### src/rtl/instruction_fetch.sv
// Instruction fetch: owns the PC, fetches one word at a time over req/ack and
// hands it to decode over valid/ready. Redirects squash wrong-path fetches.
module instruction_fetch #(
  parameter logic [31:0] RESET_PC = 32'h00000000
) (
  input  logic        clk,
  input  logic        reset,
  output logic        imem_req,
  output logic [31:0] imem_addr,
  input  logic        imem_ack,
  input  logic [31:0] imem_rdata,
  output logic [31:0] instruction,
  output logic [31:0] pc_out,
  output logic        instr_valid,
  input  logic        instr_ready,
  input  logic        redirect,
  input  logic [31:0] redirect_pc
);

  localparam logic [1:0] IDLE  = 2'd0;
  localparam logic [1:0] FETCH = 2'd1;
  localparam logic [1:0] HOLD  = 2'd2;
  localparam logic [1:0] DRAIN = 2'd3;

  logic [1:0]  state;
  logic [31:0] pc;
  logic [31:0] target;
  logic [31:0] pcNext;
  logic [31:0] drainAddr;

  assign target    = {redirect_pc[31:2], 2'b00};
  assign pcNext    = pc + 32'd4;
  // In DRAIN a same-cycle redirect must win over the previously latched target.
  assign drainAddr = redirect ? target : pc;

  always_ff @(posedge clk) begin
    if (reset) begin
      state       <= IDLE;
      pc          <= RESET_PC;
      imem_req    <= 1'b0;
      imem_addr   <= RESET_PC;
      instr_valid <= 1'b0;
      instruction <= 32'h0;
      pc_out      <= 32'h0;
    end else begin
      case (state)
        IDLE: begin
          imem_req    <= 1'b1;
          instr_valid <= 1'b0;
          state       <= FETCH;
          if (redirect) begin
            pc        <= target;
            imem_addr <= target;
          end else begin
            imem_addr <= pc;
          end
        end
        FETCH: begin
          if (redirect) begin
            pc          <= target;
            instr_valid <= 1'b0;
            if (imem_ack) begin
              imem_addr <= target;
              state     <= FETCH;
            end else begin
              // Request already on the bus cannot be withdrawn; wait it out.
              state <= DRAIN;
            end
          end else if (imem_ack) begin
            instruction <= imem_rdata;
            pc_out      <= imem_addr;
            instr_valid <= 1'b1;
            imem_req    <= 1'b0;
            state       <= HOLD;
          end
        end
        HOLD: begin
          if (redirect) begin
            pc          <= target;
            instr_valid <= 1'b0;
            imem_req    <= 1'b1;
            imem_addr   <= target;
            state       <= FETCH;
          end else if (instr_valid && instr_ready) begin
            pc          <= pcNext;
            instr_valid <= 1'b0;
            imem_req    <= 1'b1;
            imem_addr   <= pcNext;
            state       <= FETCH;
          end
        end
        DRAIN: begin
          instr_valid <= 1'b0;
          if (redirect) pc <= target;
          if (imem_ack) begin
            imem_addr <= drainAddr;
            state     <= FETCH;
          end
        end
        default: state <= IDLE;
      endcase
    end
  end

endmodule

### config.mk
export PLATFORM = sky130hd
export DESIGN_NAME = instruction_fetch
export DESIGN_NICKNAME = d
export VERILOG_FILES = /design/src/rtl/instruction_fetch.sv
export SDC_FILE = /design/constraint.sdc
export NUM_CORES = 1
export LEC_CHECK = 0
export BUFFER_PORTS_ARGS = -buffer_cell sky130_fd_sc_hd__buf_2
export CAP_MARGIN = 20
export CORE_MARGIN = 4
export CORE_UTILIZATION = 24
export CTS_CLUSTER_DIAMETER = 30
export DETAILED_ROUTE_END_ITERATION = 12
export SLEW_MARGIN = 20
export SYNTH_ARGS = -nofsm -noshare
export SYNTH_HDL_FRONTEND = slang
export SYNTH_SLANG_ARGS = --single-unit
### constraint.sdc
create_clock -name clk -period 3.2 [get_ports clk]
set_clock_uncertainty 0.05 [all_clocks]
set_input_delay 0.64 -clock clk [delete_from_list [all_inputs] [get_ports clk]]
set_output_delay 0.64 -clock clk [all_outputs]
set_load 0.01 [all_outputs]
Yosys cells after proc, flatten, opt, wreduce, memory -nomap -nowiden
Cells that the tools add are included.

Output and inout bits: 98. Word-level logic and storage cells: 53. Input port bits: 69. Flip-flop bits (word level): 132.

$add $sub $neg: 1. Bitwise logic cells: 1. Muxes and demuxes: 25. Reductions and logical operators: 10. Equal/unequal tests: 9.

Operator list (number): 32-bit 2-to-1 mux (6); 32-bit case mux with 4 select lines (1); 32-bit case mux with 2 select lines (1); 32-bit by 3-bit adder with 32-bit output, second input constant (1); 2-bit 2-to-1 mux (6); 1-bit 2-to-1 mux (8); 2-bit inequality test, second input constant (4); 2-bit case mux with 4 select lines (1); 4-bit AND reduction (2); 3-bit inequality test, second input constant (2); 1-bit case mux with 3 select lines (2); 3-bit AND reduction (2); 2-bit == test, second input constant (2); 3-bit nonzero test (1); 3-bit OR reduction (1); 2-bit by 1-bit == test with 1-bit output, second input constant (1); 2-bit logical NOT (1); 2-bit AND reduction (1); 2-bit OR reduction (1); 1-bit logical AND (1); 1-bit inverter (1).

Longest topological paths before layout
Gate-level depths: netlist of run 1.

Depth after elaboration: 4. Mapped depth: 9. Depth with buffers taken out: 7.

Least setup slack after synthesis of run 1
Ideal clock, no wire load.

Kind: register to register. Start point: register pc[14]. End point: register pc[31]. Arrival: 2411 ps. Path buffers: 2. Cell stages (with the launch flop): 8. Setup slack: 648 ps. Required time: 3059 ps. Clock period less this slack: 2552 ps. Path through: dfxtp_1 > buf_2 > nand3_2 > or4_1 > buf_2 > or4_4 > or4_1 > a311oi_1.

Cells in the longest elaborated chain, start to end: 4.

RTL lines: start: declaration (RTL line 26) `logic [31:0] pc;`; start signal: assignment (RTL line 52) `pc <= target;`; start signal: assignment (RTL line 60) `pc <= target;`; start signal: assignment (RTL line 79) `pc <= target;`; 32-bit by 3-bit adder with 32-bit output (RTL line 32) `assign pcNext = pc + 32'd4;`; 32-bit 2-to-1 mux (RTL line 84) `end else if (instr_valid && instr_ready) begin`; 32-bit 2-to-1 mux (RTL line 78) `if (redirect) begin`; 32-bit case mux with 2 select lines (RTL line 46) `case (state)`.

Every way passes these cells. The select of a mux whose other input is x is not followed. A chain may end at the register's enable or synchronous reset.

Worst setup path in the final report of run 1
Start point: register pc[13]. End point: register pc[31].

The elaborated chain is that of the path after synthesis.

==> results of run 1 <==
## placed cells by master, fill, tap and decap left out, drive strengths merged, types with 6 or more instances in the layout
cell | netlist | layout
buf | 10 | 205
nand2 | 187 | 187
dfxtp | 132 | 132
a21oi | 95 | 95
nor2 | 58 | 58
o21ai | 27 | 27
a211oi | 25 | 25
nor3 | 24 | 24
nand3 | 24 | 24
clkbuf | 64 | 20
mux2i | 18 | 18
inv | 14 | 15
nand4 | 13 | 13
a311oi | 12 | 12
nor4 | 12 | 12
xnor2 | 11 | 11
a221oi | 10 | 10
nand2b | 10 | 10
and3 | 9 | 9
or3 | 8 | 8
o22ai | 7 | 7
o211ai | 7 | 7
xor2 | 7 | 7
a31oi | 6 | 6
o31ai | 6 | 6
bufinv | 0 | 6
## area by class of cell
cell class,count,share of cell area
Inverter,14,0.00595
Multi-Input combinational cell,665,0.428
Timing Repair Buffer,205,0.134
Sequential cell,132,0.299
Clock buffer,20,0.0529
Tap cell,378,0.0536
Clock inverter,12,0.0254
Antenna cell,2,0.000567
## per-layer routing
| layer | GRT usage | share of wire | wire, µm | vias to the layer above |
|---|---|---|---|---|
| li1 | - | - | - | 3504 |
| met1 | 0.196 | 0.41 | 10200 | 3377 |
| met2 | 0.253 | 0.45 | 11200 | 333 |
| met3 | 0.0583 | 0.10 | 2600 | 65 |
| met4 | 0.0663 | 0.034 | 859 | 12 |
| met5 | 0 | 0.0031 | 77 | - |
## power groups by stage
stage	Clock, mW	Combinational (mW)	Sequential, mW
after global routing	2.40	1.09	1.94
after detailed placement	0	0.990	1.95
final	2.28	0.995	1.92
after floorplan	0	0.531	1.94
after global placement	0	0.984	1.95
after CTS	2.33	0.994	1.92
## flip-flops by register name (all words and copies together) (netlist names)
register and flops:
instruction 32, pc_out 32, state 2, imem_req 1, pc 32, instr_valid 1
imem_addr 32
## cell usage after synthesis (9+ instances only)
library cell	n
a211oi_1	25
a21oi_1	95
a221oi_1	10
a311oi_1	12
and3_1	9
clkbuf_1	64
dfxtp_1	132
inv_1	14
mux2i_1	18
nand2_1	187
nand2b_1	10
nand3_1	22
nand4_1	13
nor2_1	58
nor3_1	24
nor4_1	12
o21ai_0	27
xnor2_1	11
## through the flow
step,worst slack (ns),area (µm²)
after floorplan,0.648,6750
after global placement,0.551,8130
after detailed placement,0.525,8130
after CTS,0.497,8820
after global routing,0.290,8820
final,0.476,8830
## cell families after synthesis
family	after synthesis	share of synthesized area
AOI/OAI and AO/OA	247	0.239
xor gates and xnor gates	18	0.0234
adders and majority gates	5	0.00927
buffers and inverters	88	0.0495
DFF	132	0.392
muxes	23	0.0350
and+or+nand+nor	372	0.252
## worst max path at each step
| stage | cells past startpoint | end | slack, ns | start |
|---|---|---|---|---|
| floorplan | 7 | pc[31]$_SDFFE_PP0P_ | 0.65 | pc[14]$_SDFFE_PP0P_ |
| global placement | 5 | pc[31]$_SDFFE_PP0P_ | 0.55 | pc[13]$_SDFFE_PP0P_ |
| detailed placement | 5 | pc[31]$_SDFFE_PP0P_ | 0.53 | pc[13]$_SDFFE_PP0P_ |
| CTS | 5 | pc[31]$_SDFFE_PP0P_ | 0.50 | pc[13]$_SDFFE_PP0P_ |
| global route | 5 | pc[31]$_SDFFE_PP0P_ | 0.29 | pc[13]$_SDFFE_PP0P_ |
| finish | 5 | pc[31]$_SDFFE_PP0P_ | 0.48 | pc[13]$_SDFFE_PP0P_ |
## worst max-delay path: cells and delay by family (launching register included)
family | cells | cell delay [ns]
flops | 1 | 0.55
simple gates | 4 | 1.79
compound gates | 1 | 0.25
==> reports/results.tsv, run 1 <==
stage	metric	value	unit
critical_path	r2r_slack	0.48	ns
yosys	synth_fp_nets	959	
power_and_ir_drop	switching_share	0.290	
sta	finalHoldViolCount	0	
routing	drt_wl_total	25000	µm
power_and_ir_drop	seq_power_share	0.369	
clock_tree	clkSinkCount	132	
sta	period_share	0.851	
sta	max_slew_margin	0.501	
routing	via_per_inst	5.11	
run	max_cap_violations	0	
final_layout	fin_nets	1109	
yosys	synth_ff_type	dfxtp_1	
grt	grt_usage	0.159	
yosys	syn_inst	885	
yosys	ys_warn_count	0	
power_and_ir_drop	clkPwrFrac	0.439	
final_layout	drive_above_1_share	0.237	
critical_path	endpoint_kind	flip-flop	
routing	drt_iter0_markers	671	
sta	worstMarginPinSlew	0.739	ns
yosys	ys_types	59	
status	outcome	complete, no violations	
routing	drc_errors	0	
sta	whs	0.398	ns
grt	antenna_found_initial	6	
sta	rsz0062_at_grt	false	
final_layout	multi_input_area	3780	µm²
power_and_ir_drop	cellPowerDensity	588	nW/µm²
power_and_ir_drop	p_leak	3.49	nW
clock_tree	cts_tree	done	
critical_path	r2r_cells	5	
yosys	yosysTopAreaCell	dfxtp_1	
yosys	synth.area.top_cells	dfxtp_1 (39%), nand2_1 (10%), a21oi_1 (7.0%)	
floorplan	fp.dieH	176	µm
critical_path	r2r_end	pc[31]$_SDFFE_PP0P_	
power_and_ir_drop	ir_worst_vdd	0.296	mV
worst_hold_path	hold_depth	2	
floorplan	row_count	61	
clock_tree	htreeDepth	4	
yosys	syn_area	6750	µm²
final_layout	fillers	3011	
critical_path	path_class	reg2reg	
yosys	synth_top_area_frac	0.392	
clock_tree	post_cts_buffers	0	
clock_tree	cts-root-buf	clkbuf_16	
sta	fmax	367	MHz
critical_path	cp-start-kind	flip-flop	
floorplan	start_util	0.243	
worst_hold_path	min_from	pc_out[8]$_SDFFE_PP0P_	
floorplan	fp.dieArea	30900	µm²
power_and_ir_drop	power	5.19	mW
critical_path	path_cells	nand3_2, or4_1, or4_4, or4_1, a311oi_1	
critical_path	cp.required	3.48	ns
critical_path	cp_common_cell	or4_1	
power_and_ir_drop	p_int	3.69	mW
place	placed_cells	1394	
final_layout	syn_to_final_growth	30.8	%
critical_path	crit_fanout	11	
grt	grt_max_degree	134	
yosys	yosysSeqAreaShare	0.392	
final_layout	stdcell_count	1428	
grt	grt_pass1_vias	6923	
final_layout	utilization	0.318	
clock_tree	path_clk_slew	0.06	ns
floorplan	io_pins	167	
yosys	synth_seq_cells	132	
clock_tree	cts.path.max_buffers	2	
sta	fin_crit	2.72	ns
critical_path	arrival	3.01	ns
sta	final_max_slew_viol_count	0	
yosys	synth_edf_count	0	
clock_tree	hold_buffers	0	
clock_tree	insertion_delay	0.42	ns
routing	vias	7291	
critical_path	slowest_stage	or4_1	
critical_path	r2r_start	pc[13]$_SDFFE_PP0P_	
routing	ant_nets	0	
clock_tree	cts_buffers	17	
floorplan	core_area	27800	µm²
grt	grt_pass1_wl	39000	µm
worst_hold_path	worstHoldPathType	reg2reg	
critical_path	cp_slowest_stage_delay	0.59	ns
routing	drtPass1Iterations	5	
place	port_buffers	164	
routing	detail_route.wl_per_cell	17.5	µm
grt	gr-total-overflow	0	
floorplan	die_w	176	µm
sta	setup_violations	0	
sta	finalSetupTns	0	ns
power_and_ir_drop	power.switching	1.51	mW
place	globalplace.congestion	0.939	
worst_hold_path	hold_end	pc_out[8]$_SDFFE_PP0P_	
clock_tree	cts.repair.resized	0	
final_layout	regArea	2640	µm²
place	place.detailed.hpwl	18200	µm
power_and_ir_drop	combPwrFrac	0.192	
yosys	synth.avg_cell_area	7.62	µm²
yosys	async_reset_ff_frac	0	
(Power assumes the default switching activity.)
==> inputs of run 2 (changes only) <==
- ABC_AREA: default -> 1
==> reports/results.tsv, run 2 <==
stage	metric	value	unit	change
status	outcome	complete, no violations		
clock_tree	cts_buffers	17		unchanged
yosys	async_reset_ff_frac	0		unchanged
worst_hold_path	min_from	pc[0]$_SDFFE_PP0P_		
final_layout	utilization	0.307		-0.0105
sta	fmax	399	MHz	+8.6%
routing	detail_route.wl_per_cell	15.2	µm	-13%
clock_tree	insertion_delay	0.43	ns	about the same
floorplan	fp.dieArea	31500	µm²	+2.0%
grt	grt_usage	0.149		-0.0107
sta	finalSetupTns	0	ns	unchanged
critical_path	r2r_slack	0.69	ns	+0.22 ns
yosys	yosysSeqAreaShare	0.384		-0.00783
yosys	synth_top_area_frac	0.384		-0.00783
sta	setup_violations	0		unchanged
yosys	synth.avg_cell_area	6.32	µm²	-17%
sta	finalHoldViolCount	0		unchanged
worst_hold_path	hold_depth	2		unchanged
power_and_ir_drop	ir_worst_vdd	0.328	mV	+11%
routing	drt_iter0_markers	662		-1.3%
power_and_ir_drop	p_leak	3.71	nW	+6.3%
critical_path	r2r_start	state[0]$_SDFFE_PP0P_		
critical_path	r2r_end	instruction[7]$_SDFFE_PP0P_		
clock_tree	cts.path.max_buffers	2		unchanged
floorplan	start_util	0.246		+0.00293
critical_path	cp_slowest_stage_delay	0.59	ns	about the same
critical_path	crit_fanout	66		+55
floorplan	core_area	28000	µm²	+0.82%
floorplan	row_count	61		unchanged
sta	rsz0062_at_grt	false		
clock_tree	hold_buffers	0		unchanged
critical_path	arrival	2.72	ns	-0.29 ns
grt	grt_pass1_vias	6871		-0.75%
yosys	ys_types	30		-49%
grt	gr-total-overflow	0		unchanged
critical_path	endpoint_kind	flip-flop		
yosys	synthTopCellsByCount	nand2_1 (323), a21oi_1 (159), dfxtp_1 (132)		
place	port_buffers	164		unchanged
place	globalplace.congestion	0.853		-9.2%
place	placed_cells	1574		+13%
yosys	synth_edf_count	0		unchanged
final_layout	drive_above_1_share	0.191		-0.0453
power_and_ir_drop	power.switching	1.74	mW	+15%
final_layout	stdcell_count	1608		+13%
routing	vias	7603		+4.3%
critical_path	cp_top_family	buffers and inverters		
yosys	yosysTopAreaCell	dfxtp_1		
power_and_ir_drop	combPwrFrac	0.225		+0.033
yosys	synth.area.top_cells	dfxtp_1 (38%), nand2_1 (18%), a21oi_1 (12%)		
yosys	synth_seq_cells	132		unchanged
clock_tree	post_cts_buffers	0		unchanged
yosys	syn_area	6890	µm²	+2.0%
floorplan	die_w	177	µm	+0.97%
clock_tree	htreeDepth	4		unchanged
final_layout	fillers	3115		+3.5%
final_layout	final_cell_mix	nand2_1 (322), buf_2 (164), a21oi_1 (159)		
routing	via_per_inst	4.73		-7.4%
sta	period_share	0.784		-0.0675
power_and_ir_drop	clkPwrFrac	0.391		-0.048
sta	final_max_slew_viol_count	0		unchanged
yosys	synth_fp_nets	1163		+21%
critical_path	path_buf_inv	3		+3
critical_path	path_class	reg2reg		
routing	drc_errors	0		unchanged
final_layout	final_common_cell	nand2_1		
grt	grt_pass1_wl	37100	µm	-4.8%
yosys	ys_warn_count	0		unchanged
worst_hold_path	hold_end	pc[0]$_SDFFE_PP0P_		
floorplan	fp.dieH	177	µm	+0.97%
critical_path	path_cells	ha_1, inv_2, nor2_4, buf_4, nand2_2, buf_12, nand2_1, a21oi_1		
place	place.detailed.hpwl	16500	µm	-9.4%
critical_path	slowest_stage	buf_4		
clock_tree	cts_tree	done		
clock_tree	cts-root-buf	clkbuf_16		
routing	ant_nets	0		unchanged
routing	drt_wl_total	24400	µm	-2.4%
yosys	syn_inst	1089		+23%
power_and_ir_drop	switching_share	0.338		+0.0483
sta	max_slew_margin	0.480		-0.0213
sta	fin_crit	2.51	ns	-0.216 ns
critical_path	worstSetupStartpoint	state[0]$_SDFFE_PP0P_		
worst_hold_path	worstHoldPathType	reg2reg		
power_and_ir_drop	p_int	3.39	mW	-7.9%
power_and_ir_drop	seq_power_share	0.385		+0.016
clock_tree	cts.repair.resized	0		unchanged
power_and_ir_drop	cellPowerDensity	596	nW/µm²	+1.3%
run	max_cap_violations	0		unchanged
grt	antenna_found_initial	3		-3
yosys	yosys.cell_count.top_type	nand2_1		
sta	worstMarginPinSlew	0.781	ns	+0.0413 ns
final_layout	fin_nets	1289		+16%
critical_path	cp-start-kind	flip-flop		
clock_tree	path_clk_slew	0.06	ns	about the same
critical_path	r2r_cells	8		+3
critical_path	cp.required	3.42	ns	-0.06 ns
floorplan	io_pins	167		unchanged
clock_tree	clkSinkCount	132		unchanged
grt	grt_max_degree	71		-47%
yosys	synth_ff_type	dfxtp_1		
routing	drtPass1Iterations	5		unchanged
final_layout	syn_to_final_growth	25.0	%	
## run 2: changes by cell type after synthesis, sizes merged, moves of 18 or more
| cell | before | now |
|---|---|---|
| a211oi | 25 | 0 |
| a21oi | 95 | 160 |
| clkbuf | 64 | 44 |
| inv | 14 | 53 |
| mux2i | 18 | 0 |
| nand2 | 187 | 326 |
| nand3 | 24 | 117 |
| nor2 | 58 | 132 |
| nor3 | 24 | 3 |
| o21ai | 27 | 69 |
## run 2: area by class of cell
class                           instances  area (µm²)  share of cell area
Clock buffer                           19         453              0.0526
Tap cell                              378         473              0.0550
Inverter                               53         199              0.0231
Antenna cell                            2        5.00            0.000582
Multi-Input combinational cell        833        3740               0.435
Clock inverter                         13         150              0.0174
Sequential cell                       132        2640               0.307
Timing Repair Buffer                  178         938               0.109
## run 2: worst reg2reg max path: cells and delay by family (launching register included)
kind | cells | cell delay (ns)
buf+inv | 3 | 0.98
simple gates | 3 | 0.67
flops | 1 | 0.40
fa+ha+maj | 1 | 0.20
compound gates | 1 | 0.06
## run 2: metrics by stage
step           worst slack, ns  power (mW)  hold WS, ns  cell area [µm²]
2_1_floorplan             1.48        2.72        0.361             6890
3_3_place_gp             0.467        3.14        0.373             8000
3_5_place_dp             0.465        3.15        0.375             8000
4_1_cts                  0.662        5.17        0.384             8600
5_1_grt                  0.478        5.40        0.406             8600
6_report                 0.692        5.13        0.388             8600
## run 2: power by group through the flow
| stage | Clock (mW) | Sequential [mW] | Combinational [mW] |
|---|---|---|---|
| 6_report | 2.00 | 1.97 | 1.15 |
| 5_1_grt | 2.12 | 2.00 | 1.29 |
| 4_1_cts | 2.05 | 1.97 | 1.15 |
| 3_5_place_dp | 0 | 2.01 | 1.14 |
| 3_3_place_gp | 0 | 2.00 | 1.13 |
| 2_1_floorplan | 0 | 2.02 | 0.703 |
## run 2: metal layers
layer / up-vias / wire (µm) / global-route usage
met5: - / 18 / 0
met1: 3463 / 11000 / 0.198
met2: 276 / 11100 / 0.237
met4: 2 / 500 / 0.0419
li1: 3826 / - / -
met3: 36 / 1790 / 0.0394
## run 2: kinds of logic (layout without fill, tap and decap cells)
logic type,after synthesis,after routing,share of synthesized area
compound gates,238,238,0.177
fa+ha+maj,5,5,0.00909
buf+inv,124,263,0.0740
flops,132,132,0.384
other cells,0,2,0
simple gates,590,590,0.357
## run 2: worst max-delay path by stage
stage	end	slack [ns]	depth (start not counted)
finish	instruction[7]$_SDFFE_PP0P_	0.69	8
global route	instruction[15]$_SDFFE_PP0P_	0.48	8
CTS	pc_out[18]$_SDFFE_PP0P_	0.66	8
detailed placement	pc_out[18]$_SDFFE_PP0P_	0.47	7
global placement	pc_out[24]$_SDFFE_PP0P_	0.47	7
floorplan	imem_addr[11]$_SDFFE_PP0P_	1.48	13
==> inputs of run 3 (changes only) <==
- ABC_AREA: 1 -> 0
- clock period: 3.2 -> 2.1 ns (I/O delays scaled with it)
==> reports/results.tsv, run 3 (same netlist as run 1, synthesis figures left out) <==
stage	metric	value	unit	change
floorplan	core_area	27800	µm²	-0.82%
sta	worstMarginPinSlew	0.447	ns	-0.334 ns
power_and_ir_drop	p_leak	3.90	nW	+5.2%
sta	max_slew_margin	0.702		+0.223
floorplan	start_util	0.243		-0.00293
final_layout	fin_nets	1190		-7.7%
critical_path	r2r_cells	5		-3
power_and_ir_drop	clkPwrFrac	0.395		+0.004
grt	gr-total-overflow	0		unchanged
sta	setup_violations	6		+6
routing	drt_wl_total	26500	µm	+8.6%
clock_tree	cts_buffers	17		unchanged
critical_path	worst-path-stages	5		-3
clock_tree	clkSinkCount	132		unchanged
routing	ant_nets	0		unchanged
routing	drc_errors	0		unchanged
sta	rsz0062_at_grt	true		
place	placed_cell_area	8790	µm²	+9.9%
critical_path	cp_slowest_stage_delay	0.55	ns	-0.04 ns
final_layout	final_cell_mix	nand2_1 (186), buf_2 (163), dfxtp_1 (122)		
critical_path	arrival	2.49	ns	-0.23 ns
clock_tree	cts-root-buf	clkbuf_16		
status	outcome	finished, violations left		
grt	grt_pass1_vias	7059		+2.7%
final_layout	drive_above_1_share	0.330		+0.139
floorplan	fp.dieH	176	µm	-0.96%
critical_path	r2r_slack	-0.11	ns	-0.80 ns
floorplan	row_count	61		unchanged
power_and_ir_drop	power	7.75	mW	+51%
critical_path	path_class	reg2reg		
worst_hold_path	worstHoldPathType	in2reg		
critical_path	cp.required	2.38	ns	-1.04 ns
final_layout	final_area	9620	µm²	+12%
clock_tree	path_clk_slew	0.07	ns	about the same
sta	finalSetupTns	-0.221	ns	-0.221 ns
sta	fmax	453	MHz	+14%
routing	drt_iter0_markers	426		-36%
routing	drtPass1Iterations	5		unchanged
critical_path	cp-start-kind	flip-flop		
critical_path	slowest_stage	or4_4		
routing	via_per_inst	5.02		+6.1%
power_and_ir_drop	power.switching	2.42	mW	+40%
critical_path	r2r_end	pc[31]$_SDFFE_PP0P_		
sta	final_max_slew_viol_count	0		unchanged
critical_path	crit_fanout	2		-97%
place	port_buffers	164		unchanged
grt	grt_pass1_wl	40300	µm	+8.6%
power_and_ir_drop	cellPowerDensity	806	nW/µm²	+35%
place	place.detailed.hpwl	20000	µm	+21%
grt	antenna_found_initial	5		+2
sta	whs	0.186	ns	-0.202 ns
clock_tree	cts_tree	done		
routing	detail_route.wl_per_cell	17.6	µm	+16%
sta	period_share	1.05		+0.268
power_and_ir_drop	ir_worst_vdd	0.456	mV	+39%
routing	vias	7564		-0.51%
power_and_ir_drop	seq_power_share	0.371		-0.014
power_and_ir_drop	combPwrFrac	0.233		+0.008
floorplan	io_pins	167		unchanged
critical_path	cp_top_family	simple AND/OR/NAND/NOR gates		
sta	finalHoldViolCount	0		unchanged
floorplan	fp.dieArea	30900	µm²	-1.9%
run	max_cap_violations	0		unchanged
worst_hold_path	min_from	imem_rdata[29]		
critical_path	endpoint_kind	flip-flop		
final_layout	final_common_cell	nand2_1		
critical_path	cp_common_cell	or4_4		
grt	grt_usage	0.166		+0.0172
clock_tree	insertion_delay	0.42	ns	about the same
worst_hold_path	hold_end	instruction[29]$_SDFFE_PP0P_		
grt	grt_max_degree	66		-7.0%
power_and_ir_drop	p_int	5.33	mW	+57%
critical_path	r2r_start	pc[15]$_SDFFE_PP0P_		
final_layout	syn_to_final_growth	42.6	%	
place	dp_slack	-0.151	ns	-0.616 ns
status	violations	negative setup slack		
clock_tree	cts.path.max_buffers	2		unchanged
floorplan	die_w	176	µm	-0.96%
sta	fin_crit	2.21	ns	-0.299 ns
clock_tree	htreeDepth	4		unchanged
sta	fin_ws	-0.109	ns	-0.801 ns
place	globalplace.congestion	0.939		+10%
worst_hold_path	hold_depth	3		+1
critical_path	path_buf_inv	0		-3
critical_path	path_cells	nand3_4, or4_4, or4_4, or4_4, a311oi_2		
power_and_ir_drop	switching_share	0.313		-0.0257
run 3: what timing repair did:
item | CTS | global route
hold buffers | 0 | 0
buffers inserted | 1 | 6
gates resized for setup | 10 | 36
setup endpoints to repair | 9 | 33
pin swaps | 3 | 3
run 3: layout make-up:
type	count	area, µm²
Antenna cell	1	2.50
Fill cell	2987	18200
Timing Repair Buffer	286	1850
Sequential cell	132	2660
Inverter	14	52.6
Clock buffer	17	425
Multi-Input combinational cell	665	3980
Clock inverter	15	180
Tap cell	378	473
run 3: power by group through the flow:
stage	sequential, mW	clock [mW]	combinational (mW)
2_1_floorplan	2.96	0	0.815
3_3_place_gp	2.93	0	1.70
3_5_place_dp	2.94	0	1.71
4_1_cts	2.88	3.13	1.72
5_1_grt	2.91	3.26	1.95
6_report	2.88	3.07	1.81
run 3: worst reg2reg max path, cell delays in order (launching register included):
cell and delay (ns):
dfxtp_2 0.35, nand3_4 0.08, or4_4 0.55, or4_4 0.43, or4_4 0.42, a311oi_2 0.24
run 3: metal layers:
metal  share of wire  wire length [µm]  GRT usage
met1            0.43             11400      0.210
met2            0.46             12100      0.262
met3           0.084              2230     0.0564
met4           0.027               721     0.0630
met5          0.0025                67          0
run 3: through the flow:
stage | cells | utilization
after floorplan | 885 | -
after global placement | 1468 | 0.316
after detailed placement | 1468 | 0.316
after CTS | 1501 | 0.339
after global routing | 1507 | 0.346
final | 1508 | 0.346
run 3: how the worst max path moves through the flow:
stage                             start                    endpoint  slack [ns]
floorplan           pc[10]$_SDFFE_PP0P_         pc[31]$_SDFFE_PP0P_       -0.25
global placement    pc[12]$_SDFFE_PP0P_         pc[31]$_SDFFE_PP0P_       -0.16
detailed placement  pc[12]$_SDFFE_PP0P_  imem_addr[21]$_SDFFE_PP0P_       -0.15
CTS                 pc[15]$_SDFFE_PP0P_         pc[31]$_SDFFE_PP0P_       -0.10
global route        pc[15]$_SDFFE_PP0P_         pc[31]$_SDFFE_PP0P_       -0.17
finish              pc[15]$_SDFFE_PP0P_         pc[31]$_SDFFE_PP0P_       -0.11
